===== src/rtl/mem1rw_req_ctrl_if.sv =====
// Request, response and memory-side signals of mem1rw_req_ctrl.
// slave is the controller's view; master is the upstream/memory environment.
interface mem1rw_req_ctrl_if #(
  parameter int ADDR_W = 5,
  parameter int DATA_W = 64
);
  logic              req_valid;
  logic              req_ready;
  logic              req_write;
  logic [ADDR_W-1:0] req_addr;
  logic [DATA_W-1:0] req_wdata;
  logic              resp_valid;
  logic              resp_ready;
  logic [DATA_W-1:0] resp_rdata;
  logic [ADDR_W-1:0] mem_addr;
  logic [DATA_W-1:0] mem_wdata;
  logic              mem_we;
  logic [DATA_W-1:0] mem_rdata;

  modport slave (
    input  req_valid, req_write, req_addr, req_wdata, resp_ready, mem_rdata,
    output req_ready, resp_valid, resp_rdata, mem_addr, mem_wdata, mem_we
  );

  modport master (
    output req_valid, req_write, req_addr, req_wdata, resp_ready, mem_rdata,
    input  req_ready, resp_valid, resp_rdata, mem_addr, mem_wdata, mem_we
  );
endinterface


===== src/rtl/mem1rw_req_ctrl.sv =====
// Request controller for a single-port memory with registered read data;
// read results are queued in a small response FIFO and returned in order.
module mem1rw_req_ctrl #(
  parameter int ADDR_W = 5,
  parameter int DATA_W = 64,
  parameter int DEPTH  = 4
) (
  input  logic                   clock,
  input  logic                   reset,
  mem1rw_req_ctrl_if.slave       bus,
  output logic [$clog2(DEPTH):0] count
);
  localparam int PTR_W = $clog2(DEPTH);
  localparam int CNT_W = PTR_W + 1;

  logic [CNT_W-1:0]  r_count;
  logic              r_inflight;
  logic [PTR_W-1:0]  r_head;
  logic [PTR_W-1:0]  r_tail;
  logic [DATA_W-1:0] r_fifo [DEPTH];

  logic              w_fire;
  logic              w_push;
  logic              w_pop;
  logic [CNT_W:0]    w_occ;
  logic              w_req_ready;

  // Occupancy counts the read still in the memory pipeline, so the FIFO can never overflow.
  assign w_occ       = {1'b0, r_count} + {{CNT_W{1'b0}}, r_inflight};
  assign w_req_ready = (w_occ < (CNT_W + 1)'(DEPTH));
  assign w_fire      = bus.req_valid & w_req_ready;
  assign w_push      = r_inflight;
  assign w_pop       = (r_count != '0) & bus.resp_ready;

  assign bus.req_ready  = w_req_ready;
  assign bus.mem_addr   = bus.req_addr;
  assign bus.mem_wdata  = bus.req_wdata;
  assign bus.mem_we     = w_fire & bus.req_write & reset;
  assign bus.resp_valid = (r_count != '0);
  assign bus.resp_rdata = r_fifo[r_head];
  assign count          = r_count;

  always_ff @(posedge clock or negedge reset) begin
    if (!reset) begin
      r_count    <= '0;
      r_inflight <= 1'b0;
      r_head     <= '0;
      r_tail     <= '0;
    end else begin
      r_inflight <= w_fire & ~bus.req_write;
      if (w_push) r_tail <= r_tail + PTR_W'(1);
      if (w_pop)  r_head <= r_head + PTR_W'(1);
      case ({w_push, w_pop})
        2'b10:   r_count <= r_count + CNT_W'(1);
        2'b01:   r_count <= r_count - CNT_W'(1);
        default: r_count <= r_count;
      endcase
    end
  end

  always_ff @(posedge clock) begin
    if (w_push) r_fifo[r_tail] <= bus.mem_rdata;
  end

  a_no_overflow: assert property (@(posedge clock) disable iff (!reset)
    !(r_inflight && (r_count == CNT_W'(DEPTH))));

endmodule


===== src/flat_wrapper.sv =====
// flat-port wrapper written by rule: the top's interface ports become plain ports
module mem1rw_req_ctrl_flat 
#(
  parameter int ADDR_W = 5,
  parameter int DATA_W = 64,
  parameter int DEPTH  = 4
)
  (clock, reset, count, bus_req_valid, bus_req_write, bus_req_addr, bus_req_wdata, bus_resp_ready, bus_mem_rdata, bus_req_ready, bus_resp_valid, bus_resp_rdata, bus_mem_addr, bus_mem_wdata, bus_mem_we);
  mem1rw_req_ctrl_if #(.ADDR_W(ADDR_W), .DATA_W(DATA_W)) bus_i ();
  input  logic clock;
  input  logic reset;
  output logic [$clog2(DEPTH):0] count;
  input wire logic [$bits(bus_i.req_valid)-1:0] bus_req_valid;
  input wire logic [$bits(bus_i.req_write)-1:0] bus_req_write;
  input wire logic [$bits(bus_i.req_addr)-1:0] bus_req_addr;
  input wire logic [$bits(bus_i.req_wdata)-1:0] bus_req_wdata;
  input wire logic [$bits(bus_i.resp_ready)-1:0] bus_resp_ready;
  input wire logic [$bits(bus_i.mem_rdata)-1:0] bus_mem_rdata;
  output wire logic [$bits(bus_i.req_ready)-1:0] bus_req_ready;
  output wire logic [$bits(bus_i.resp_valid)-1:0] bus_resp_valid;
  output wire logic [$bits(bus_i.resp_rdata)-1:0] bus_resp_rdata;
  output wire logic [$bits(bus_i.mem_addr)-1:0] bus_mem_addr;
  output wire logic [$bits(bus_i.mem_wdata)-1:0] bus_mem_wdata;
  output wire logic [$bits(bus_i.mem_we)-1:0] bus_mem_we;
  assign bus_i.req_valid = bus_req_valid;
  assign bus_i.req_write = bus_req_write;
  assign bus_i.req_addr = bus_req_addr;
  assign bus_i.req_wdata = bus_req_wdata;
  assign bus_i.resp_ready = bus_resp_ready;
  assign bus_i.mem_rdata = bus_mem_rdata;
  assign bus_req_ready = bus_i.req_ready;
  assign bus_resp_valid = bus_i.resp_valid;
  assign bus_resp_rdata = bus_i.resp_rdata;
  assign bus_mem_addr = bus_i.mem_addr;
  assign bus_mem_wdata = bus_i.mem_wdata;
  assign bus_mem_we = bus_i.mem_we;
  mem1rw_req_ctrl #(.ADDR_W(ADDR_W), .DATA_W(DATA_W), .DEPTH(DEPTH)) u_core (.clock(clock), .reset(reset), .bus(bus_i), .count(count));
endmodule

===== config.mk =====
export PLATFORM = sky130hd
export DESIGN_NAME = mem1rw_req_ctrl_flat
export DESIGN_NICKNAME = d
export VERILOG_FILES = /design/src/rtl/mem1rw_req_ctrl_if.sv /design/src/rtl/mem1rw_req_ctrl.sv /design/src/flat_wrapper.sv
export SDC_FILE = /design/constraint.sdc
export NUM_CORES = 1
export LEC_CHECK = 0
export ABC_CLOCK_PERIOD_IN_PS = 2800
export CORE_ASPECT_RATIO = 1.5
export CORE_UTILIZATION = 48
export DETAILED_ROUTE_END_ITERATION = 12
export GPL_TIMING_DRIVEN = 0
export PLACE_DENSITY = 0.8
export SETUP_SLACK_MARGIN = 0.05
export SLEW_MARGIN = 0
export SYNTH_ARGS = -nofsm -noshare
export SYNTH_HDL_FRONTEND = slang
export SYNTH_SLANG_ARGS = --single-unit
export TNS_END_PERCENT = 1

===== constraint.sdc =====
create_clock -name clock -period 2.8 [get_ports clock]
set_input_delay 0.42 -clock clock [delete_from_list [all_inputs] [get_ports clock]]
set_output_delay 0.42 -clock clock [all_outputs]
set_load 0.005 [all_outputs]

# Yosys cells after proc, flatten, opt, wreduce, memory -nomap -nowiden
# Memories as Yosys holds them, arrays and structs flattened.
# Index checks and enable logic that the tools add are counted.
# op_classes
addsub	5
n_mux	3
n_reduce_logical	2
magnitude_cmp	1
bitwise_logic	6
eq_ne	2
# ops
cell	count
$pmux 3 s2	1
$and 1x1->1	5
$add 2x1->2 const B	2
$add 3x1->4	1
$lt 4x3->1 const B	1
$add 3x1->3 const B	1
$reduce_bool 3->1	1
$sub 3x1->3 const B	1
$eq 2x1->1 const B	1
$eq 2x2->1 const B	1
$mux 1	2
$reduce_bool 2->1	1
$not 1->1	1
# word_totals
reg_bits	8
elab_cells	24
ram_bits	256
n_memories	1
in_bits	138
out_inout_bits	139
# mem_list
memory	words	word_bits	rd	rd_ports_with_merged_regs	wr	line_no	rtl
u_core.r_fifo	4	64	1	0	1	mem1rw_req_ctrl.sv:20	logic [DATA_W-1:0] r_fifo [DEPTH];

# Depth between registers and ports, before layout
# Gate-level depths: netlist of the first run.
# logic_depth
word_depth	5
depth_mapped	8
depth_no_buf	7

# Worst setup path before layout of the first run
# OpenSTA, ideal clock, no wires.
# synth_timing
path_kind	register to register
from	register u_core.r_tail[0]
to	memory u_core.r_fifo[0][0], enable pin
setup_ns	0.429
n_path_buf	0
path_stages_with_launch	4
required_time_ns	2.371
arrival_time_ns	2.126
period_less_slack_ns	2.555
slack_ns	0.245
path_cell_list	dfrtp_1 -> inv_1 -> ha_1 -> and2_1
# synth_rtl
element	line_no	rtl
from (decl)	mem1rw_req_ctrl.sv:19	logic [PTR_W-1:0] r_tail;
from (signal assigned)	mem1rw_req_ctrl.sv:51	if (w_push) r_tail <= r_tail + PTR_W'(1);
to (decl)	mem1rw_req_ctrl.sv:20	
# Straight into the memory's write port.

# Worst setup path after layout of the first run
# layout_timing
from	register u_core.r_head[0]
to	output bus_resp_rdata[34]
# layout_via
elab_chain_cells	1
# layout_rtl
element	line_no	rtl
from (decl)	mem1rw_req_ctrl.sv:18	logic [PTR_W-1:0] r_head;
from (signal assigned)	mem1rw_req_ctrl.sv:52	if (w_pop) r_head <= r_head + PTR_W'(1);
$mem_v2 4x64	-	
to (decl)	flat_wrapper.sv:21	output wire logic [$bits(bus_i.resp_rdata)-1:0] bus_resp_rdata;
# Every way passes these cells.

==> results of run 1 <==
-- layer usage --
metal	vias up	track usage [%]	share of wire (%)	wire (um)
li1	2205	-	-	-
met1	2552	21.78	32	6915
met2	265	37.67	57	12250
met3	41	3.797	8.4	1806
met4	4	5.926	2.4	515
met5	-	0	0.14	31
-- repair_timing --
| item | CTS | global route |
|---|---|---|
| resized for setup | 5 | 14 |
| buffers inserted | 1 | 0 |
| cloned | 0 | 0 |
| pin swaps | 0 | 0 |
| setup endpoints to repair | 54 | 55 |
-- cell families (layout without fill, tap and decap cells) --
logic type,count (synthesis),in the layout,synth area share [%]
mux,65,65,14.23
xor+xnor,6,6,0.5151
fa+ha+maj,6,6,0.8095
simple gates,12,12,0.5642
buf+inv,90,343,6.366
compound gates,3,3,0.1963
other cells,0,1,0
flops,264,264,77.32
-- area by class of cell --
| cell class | count | area, um2 |
|---|---|---|
| antenna | 1 | 2.502 |
| buffer | 84 | 674.4 |
| clock buffer | 26 | 586.8 |
| clock inverter | 15 | 126.4 |
| fill | 1392 | 7412 |
| inverter | 6 | 22.52 |
| multi-input combinational | 92 | 1674 |
| sequential | 264 | 7888 |
| tap | 268 | 335.3 |
| timing repair buffer | 212 | 2180 |
-- sequential cells by signal, summed over array words and instances, names as in the netlist --
name,cells
u_core.count,3
u_core.r_fifo,256
u_core.r_head,2
u_core.r_inflight,1
u_core.r_tail,2
-- worst max-delay path by stage --
stage / startpoint / to / slack [ps] / cells past startpoint
after CTS: u_core.r_head[0]$_DFFE_PN0P_ / bus_resp_rdata[14] / 0.4 / 4
after global placement: u_core.r_inflight$_DFF_PN0_ / u_core.r_fifo[2][9]$_DFFE_PP_ / -800 / 2
final: u_core.r_head[0]$_DFFE_PN0P_ / bus_resp_rdata[34] / 100 / 4
after detailed placement: u_core.r_head[0]$_DFFE_PN0P_ / bus_resp_rdata[13] / 440 / 4
after floorplan: u_core.r_tail[0]$_DFFE_PN0P_ / u_core.r_fifo[0][0]$_DFFE_PP_ / 250 / 3
after global routing: u_core.r_head[0]$_DFFE_PN0P_ / bus_resp_rdata[36] / 4 / 4
-- cells in the final DEF, fill, tap and decap left out, types with 3 or more instances in the layout --
cell / count
edfxtp_1: 256
clkdlybuf4s50_1: 202
buf_4: 73
mux4_2: 64
clkbuf_16: 23
dfrtp_1: 8
clkinv_2: 7
inv_1: 6
buf_12: 5
clkbuf_1: 5
ha_1: 5
dlymetal6s2s_1: 5
and2_4: 4
nand2_1: 4
xor2_1: 4
clkinv_1: 4
buf_6: 3
clkbuf_4: 3
nor2_1: 3
-- per-stage QoR --
stage / util (%) / cell area (um2)
floorplan: - / 10200
global placement: 60.32 / 12610
detailed placement: 60.79 / 12710
CTS: 64.31 / 13440
global route: 64.54 / 13490
finish: 64.54 / 13490
-- Yosys cell counts --
| cell type | instances |
|---|---|
| or3_1 | 1 |
| buf_2 | 6 |
| clkbuf_1 | 2 |
| mux4_2 | 64 |
| o21ai_0 | 1 |
| nor2_1 | 3 |
| xnor2_1 | 2 |
| fa_1 | 1 |
| buf_6 | 5 |
| nand2_1 | 4 |
| o31a_1 | 1 |
| xor2_1 | 4 |
| mux2i_1 | 1 |
| dfrtp_1 | 8 |
| buf_4 | 71 |
| a31oi_1 | 1 |
| and2_1 | 4 |
| ha_1 | 5 |
| edfxtp_1 | 256 |
| inv_1 | 6 |
-- power groups by stage --
stage	clock (W)	combinational [W]	sequential, W
floorplan	0	0.00185	0.00484
global placement	0	0.00364	0.00487
detailed placement	0	0.00372	0.00487
CTS	0.00305	0.00380	0.00478
global route	0.00319	0.00400	0.00480
finish	0.00300	0.00374	0.00478
-- critical path, cell delays in order (launching register included) --
cell,delay [ps]
dfrtp_1,390
buf_12,170
buf_6,190
mux4_2,520
clkdlybuf4s50_1,500
==> flow_summary.yaml, run 1 <==
status:
  outcome: "finished, final reports clean"
sta:
  timing_hold_violations_final: 0
  hold_slack_ps: 238.0
  setup_violations: 0
  timing.final.max_slew_violations: 0
  max_freq_ghz: 0.3705
  setup_ws_ps: 101.0
  rsz0062_at_grt: "yes"
  fin_skew_ps: 5.571
  tightest_slew_ps: 648.2
  timing.slew.headroom_pct: 56.78
  finalCritPeriodShare_pct: 96.39
  finalSetupTns_ps: 0
  layout_min_cycle_time_ps: 2699
placement:
  port_buffers: 207
  pre_cts_ws_ps: 438.7
  place_hpwl_um: 14850
  placed_cells: 925
  placer_congestion: 0.7117
drt:
  detail_route.drc_violations: 0
  viasPerCell: 5.235
  dr.pass1.iters: 4
  avgRoutedWirePerCell_um: 22.23
  vias: 5067
  routed_wirelength_um: 21520
  detail-route-antenna-nets: 0
  detailedRoute.firstIterationViolations: 184
setup_path:
  cp_max_fo: 10
  cp.arrival_ps: 2280
  start_kind: "flip-flop"
  critical_register_to_register_path_endpoint: "u_core.count[2]$_DFFE_PN0P_"
  critPathCaptureType: "output port"
  setup_slack_on_the_worst_flop_to_flop_path_ps: 950
  cp_required_ps: 2380
  r2r_start: "u_core.count[0]$_DFFE_PN0P_"
  timing.setup.critical_path_class: "reg2out"
  reg2reg_depth: 7
global_route:
  antenna_found_initial: 3
  global_route.usage.total_pct: 19.78
  grt_overflow_total: 0
  largest_net_degree_at_the_start_of_global_routing: 62
  grt_first_pass_wirelength_um: 31280
  grt_pass1_vias: 5405
logic_synthesis:
  synthDominantCellAreaShare_pct: 75.36
  netlist_instances: 446
  netlist_top_cells_area: "edfxtp_1 75%, mux4_2 14%, buf_4 5.2%, dfrtp_1 2.0%, ha_1 0.61%"
  synth.yosys.seq_area_share_pct: 77.32
  ys.warnings.count: 0
  yosys.area.top_type: "edfxtp_1"
  synthesized_area_per_cell_um2: 22.87
  synth_nets: 590
  combined_area_of_all_synthesized_cells_mm2: 0.01020
  synth.lib_cells_used.distinct: 20
  synth-seq-cells: 264
floorplan:
  die_width_um: 121.0
  coreArea_mm2: 0.02090
  initial_core_util_pct: 48.81
  io_pins: 277
  die_area_mm2: 0.02185
  fp.dieH_um: 180.5
  count_of_standard_cell_rows: 65
clock_network:
  postCtsHoldBufs: 0
  tritoncts: "built"
  cts_num_sinks: 264
  clk_pin_slew_worst_paths_ps: 70
  cts_made_buffers: 23
  number_of_buffers_on_the_longest_clock_path: 3
  clock_tree.root_cell: "clkbuf_16"
  htree_num_levels: 1
  clkLatencyLatePin_ps: 500
power_and_ir_drop:
  p_clk_share_pct: 26.0
  sequential_power_share_pct: 41.5
  power_switching_w: 0.002891
  p_int_w: 0.008629
  total_leakage_power_nw: 4.615
  peak_vdd_ir_mv: 0.6953
  pwrdens_mw_per_mm2: 854.0
  power_frac_comb_pct: 32.5
  finalPower_w: 0.01152
  power.share.switching_pct: 25.10
final_layout:
  drive_gt1_share_pct: 27.04
  nets: 827
  layout.cells.non_filler: 968
  synthToLayoutAreaGrowth_pct: 32.23
min_path:
  hp-class: "in2async"
flow_run:
  max_cap_viol_count: 0
(Power assumes the default switching activity.)
==> run 2, diff against run 1 <==
--- a/config.mk
+++ b/config.mk
@@ -5,12 +5,12 @@
 export SDC_FILE = /design/constraint.sdc
 export NUM_CORES = 1
 export LEC_CHECK = 0
-export ABC_CLOCK_PERIOD_IN_PS = 2800
+export ABC_CLOCK_PERIOD_IN_PS = 2300
 export CORE_ASPECT_RATIO = 1.5
-export CORE_UTILIZATION = 48
+export CORE_UTILIZATION = 44
 export DETAILED_ROUTE_END_ITERATION = 12
 export GPL_TIMING_DRIVEN = 0
-export PLACE_DENSITY = 0.8
+export PLACE_DENSITY = 0.77
 export SETUP_SLACK_MARGIN = 0.05
 export SLEW_MARGIN = 0
 export SYNTH_ARGS = -nofsm -noshare
==> constraint.sdc (replaced) <==
create_clock -name clock -period 2.3 [get_ports clock]
set_input_delay 0.345 -clock clock [delete_from_list [all_inputs] [get_ports clock]]
set_output_delay 0.345 -clock clock [all_outputs]
set_load 0.005 [all_outputs]
==> flow_summary.yaml, run 2 (synthesis results as in run 1) <==
drt:
  viasPerCell: 5.127
  routed_wirelength_um: 22140
  detail-route-antenna-nets: 0
  vias: 5142
  detail_route.drc_violations: 0
  avgRoutedWirePerCell_um: 22.07
  dr.pass1.iters: 4
  detailedRoute.firstIterationViolations: 313
setup_path:
  start_kind: "flip-flop"
  timing.setup.critical_path_class: "reg2out"
  path_delay_family: "buffers and inverters"
  slowest_stage: "mux4_2"
  cp_max_fo: 8
  cp_cell_sequence: "buf_12 > buf_12 > buf_8 > mux4_2 > buf_6"
  cp.arrival_ps: 2010
  worst-path-buf-inv: 4
  r2r_start: "u_core.count[0]$_DFFE_PN0P_"
  cp_required_ps: 1960
  critical_register_to_register_path_endpoint: "u_core.count[2]$_DFFE_PN0P_"
  critPathCaptureType: "output port"
  reg2reg_depth: 7
  critical-path-max-stage-delay_ps: 510
  setup_slack_on_the_worst_flop_to_flop_path_ps: 300
  worst_path_most_repeated_cell: "buf_12"
global_route:
  global_route.usage.total_pct: 18.70
  grt_pass1_vias: 5629
  grt_first_pass_wirelength_um: 32730
  antenna_found_initial: 2
  largest_net_degree_at_the_start_of_global_routing: 38
  grt_overflow_total: 0
clock_network:
  clkLatencyLatePin_ps: 530
  clk_pin_slew_worst_paths_ps: 60
  number_of_buffers_on_the_longest_clock_path: 3
  tritoncts: "built"
  cts_num_sinks: 264
  htree_num_levels: 1
  clock_tree.root_cell: "clkbuf_16"
  cts_made_buffers: 25
status:
  outcome: "complete, but fails checks"
  violations_in_the_final_reports: "setup timing"
floorplan:
  io_pins: 277
  coreArea_mm2: 0.02255
  initial_core_util_pct: 45.24
  fp.dieH_um: 188.5
  die_width_um: 126.3
  count_of_standard_cell_rows: 67
  die_area_mm2: 0.02381
sta:
  setup_violations: 21
  tightest_slew_ps: 534.9
  rsz0062_at_grt: "yes"
  layout_min_cycle_time_ps: 2360
  max_freq_ghz: 0.4238
  finalCritPeriodShare_pct: 102.6
  timing.slew.headroom_pct: 64.34
  timing_hold_violations_final: 0
  fin_skew_ps: 23.49
  setup_ws_ps: -59.69
  timing.final.max_slew_violations: 0
  finalSetupTns_ps: -554.7
final_layout:
  nets: 851
  largest_register: "u_core.r_fifo"
  top_library_cells_by_usage_in_the_layout_fill_and_taps_aside: "256 x edfxtp_1, 142 x clkdlybuf4s50_1, 87 x buf_4, 64 x mux4_2, 29 x clkbuf_2"
  layout.core_utilization_pct: 60.82
  drive_gt1_share_pct: 38.71
  final_cell_area_mm2: 0.01372
  synthToLayoutAreaGrowth_pct: 34.45
  layout_commonest_cell: "edfxtp_1"
  flip_flop_count_of_the_largest_register_all_copies_and_words_added: 256
placement:
  place_hpwl_um: 14760
  place_area_mm2: 0.01272
  port_buffers: 207
  placer_congestion: 0.7143
power_and_ir_drop:
  total_leakage_power_nw: 4.846
  peak_vdd_ir_mv: 0.7773
  finalPower_w: 0.01470
  pwrdens_mw_per_mm2: 1072
flow_run:
  max_cap_viol_count: 0
min_path:
  hp-class: "in2async"
## run 2: cell types whose count changed in the layout (fill, tap and decap cells not counted), sizes merged
cell	delta
clkdlybuf4s50	-60
buf	+58
clkbuf	+24
dlymetal6s2s	-4
clkinv	+3
clkdlybuf4s15	+2
dlygate4sd2	+2
bufinv	+1
inv	+1
## run 2: how the worst max path moves through the flow
stage                                 start                        endpoint  slack [ps]  cells past startpoint
2_1_floorplan  u_core.r_tail[0]$_DFFE_PN0P_   u_core.r_fifo[2][0]$_DFFE_PP_        -250                      3
3_3_place_gp    u_core.r_inflight$_DFF_PN0_  u_core.r_fifo[3][14]$_DFFE_PP_       -1360                      2
3_5_place_dp   u_core.r_head[0]$_DFFE_PN0P_              bus_resp_rdata[16]          10                      4
4_1_cts        u_core.r_head[0]$_DFFE_PN0P_              bus_resp_rdata[11]        -180                      5
5_1_grt        u_core.r_head[0]$_DFFE_PN0P_              bus_resp_rdata[28]        -140                      5
6_report       u_core.r_head[0]$_DFFE_PN0P_              bus_resp_rdata[29]         -60                      5
## run 2: area by class of cell
| cell class | instances | area [um2] |
|---|---|---|
| Fill cell | 1586 | 8835 |
| Sequential cell | 264 | 7889 |
| Timing Repair Buffer | 234 | 2240 |
| Multi-Input combinational cell | 92 | 1689 |
| Buffer | 84 | 715.7 |
| Clock buffer | 26 | 629.4 |
| Tap cell | 276 | 345.3 |
| Clock inverter | 20 | 182.7 |
| Inverter | 6 | 22.52 |
| Antenna cell | 1 | 2.502 |
## run 2: through the flow
stage               std cells  setup slack, ps  hold slack (ps)
finish                   1003           -59.69            147.6
global route             1002           -137.2            157.4
CTS                       998           -180.0            131.5
detailed placement        933            10.98            540.5
global placement          929            -1361            506.0
floorplan                 446           -249.5            49.41
## run 2: per-layer routing
metal / wire length [um] / global-route usage [%]
met1: 7196 / 19.06
met2: 12490 / 35.95
met3: 1731 / 4.742
met4: 701 / 7.136
met5: 15 / 0
## run 2: where the power goes
part | internal (W) | switching, W | leakage (nW)
Sequential | 0.00568 | 0.000158 | 2.41
Clock | 0.00233 | 0.00170 | 0.401
Combinational | 0.00286 | 0.00196 | 2.04
Total | 0.0109 | 0.00382 | 4.85
## run 2: repair_timing
| action | in CTS | in global routing |
|---|---|---|
| setup endpoints to repair | 66 | 63 |
| gates cloned | 2 | 0 |
| buffers inserted | 17 | 4 |
| resized for setup | 231 | 53 |
| hold buffers | 0 | 0 |
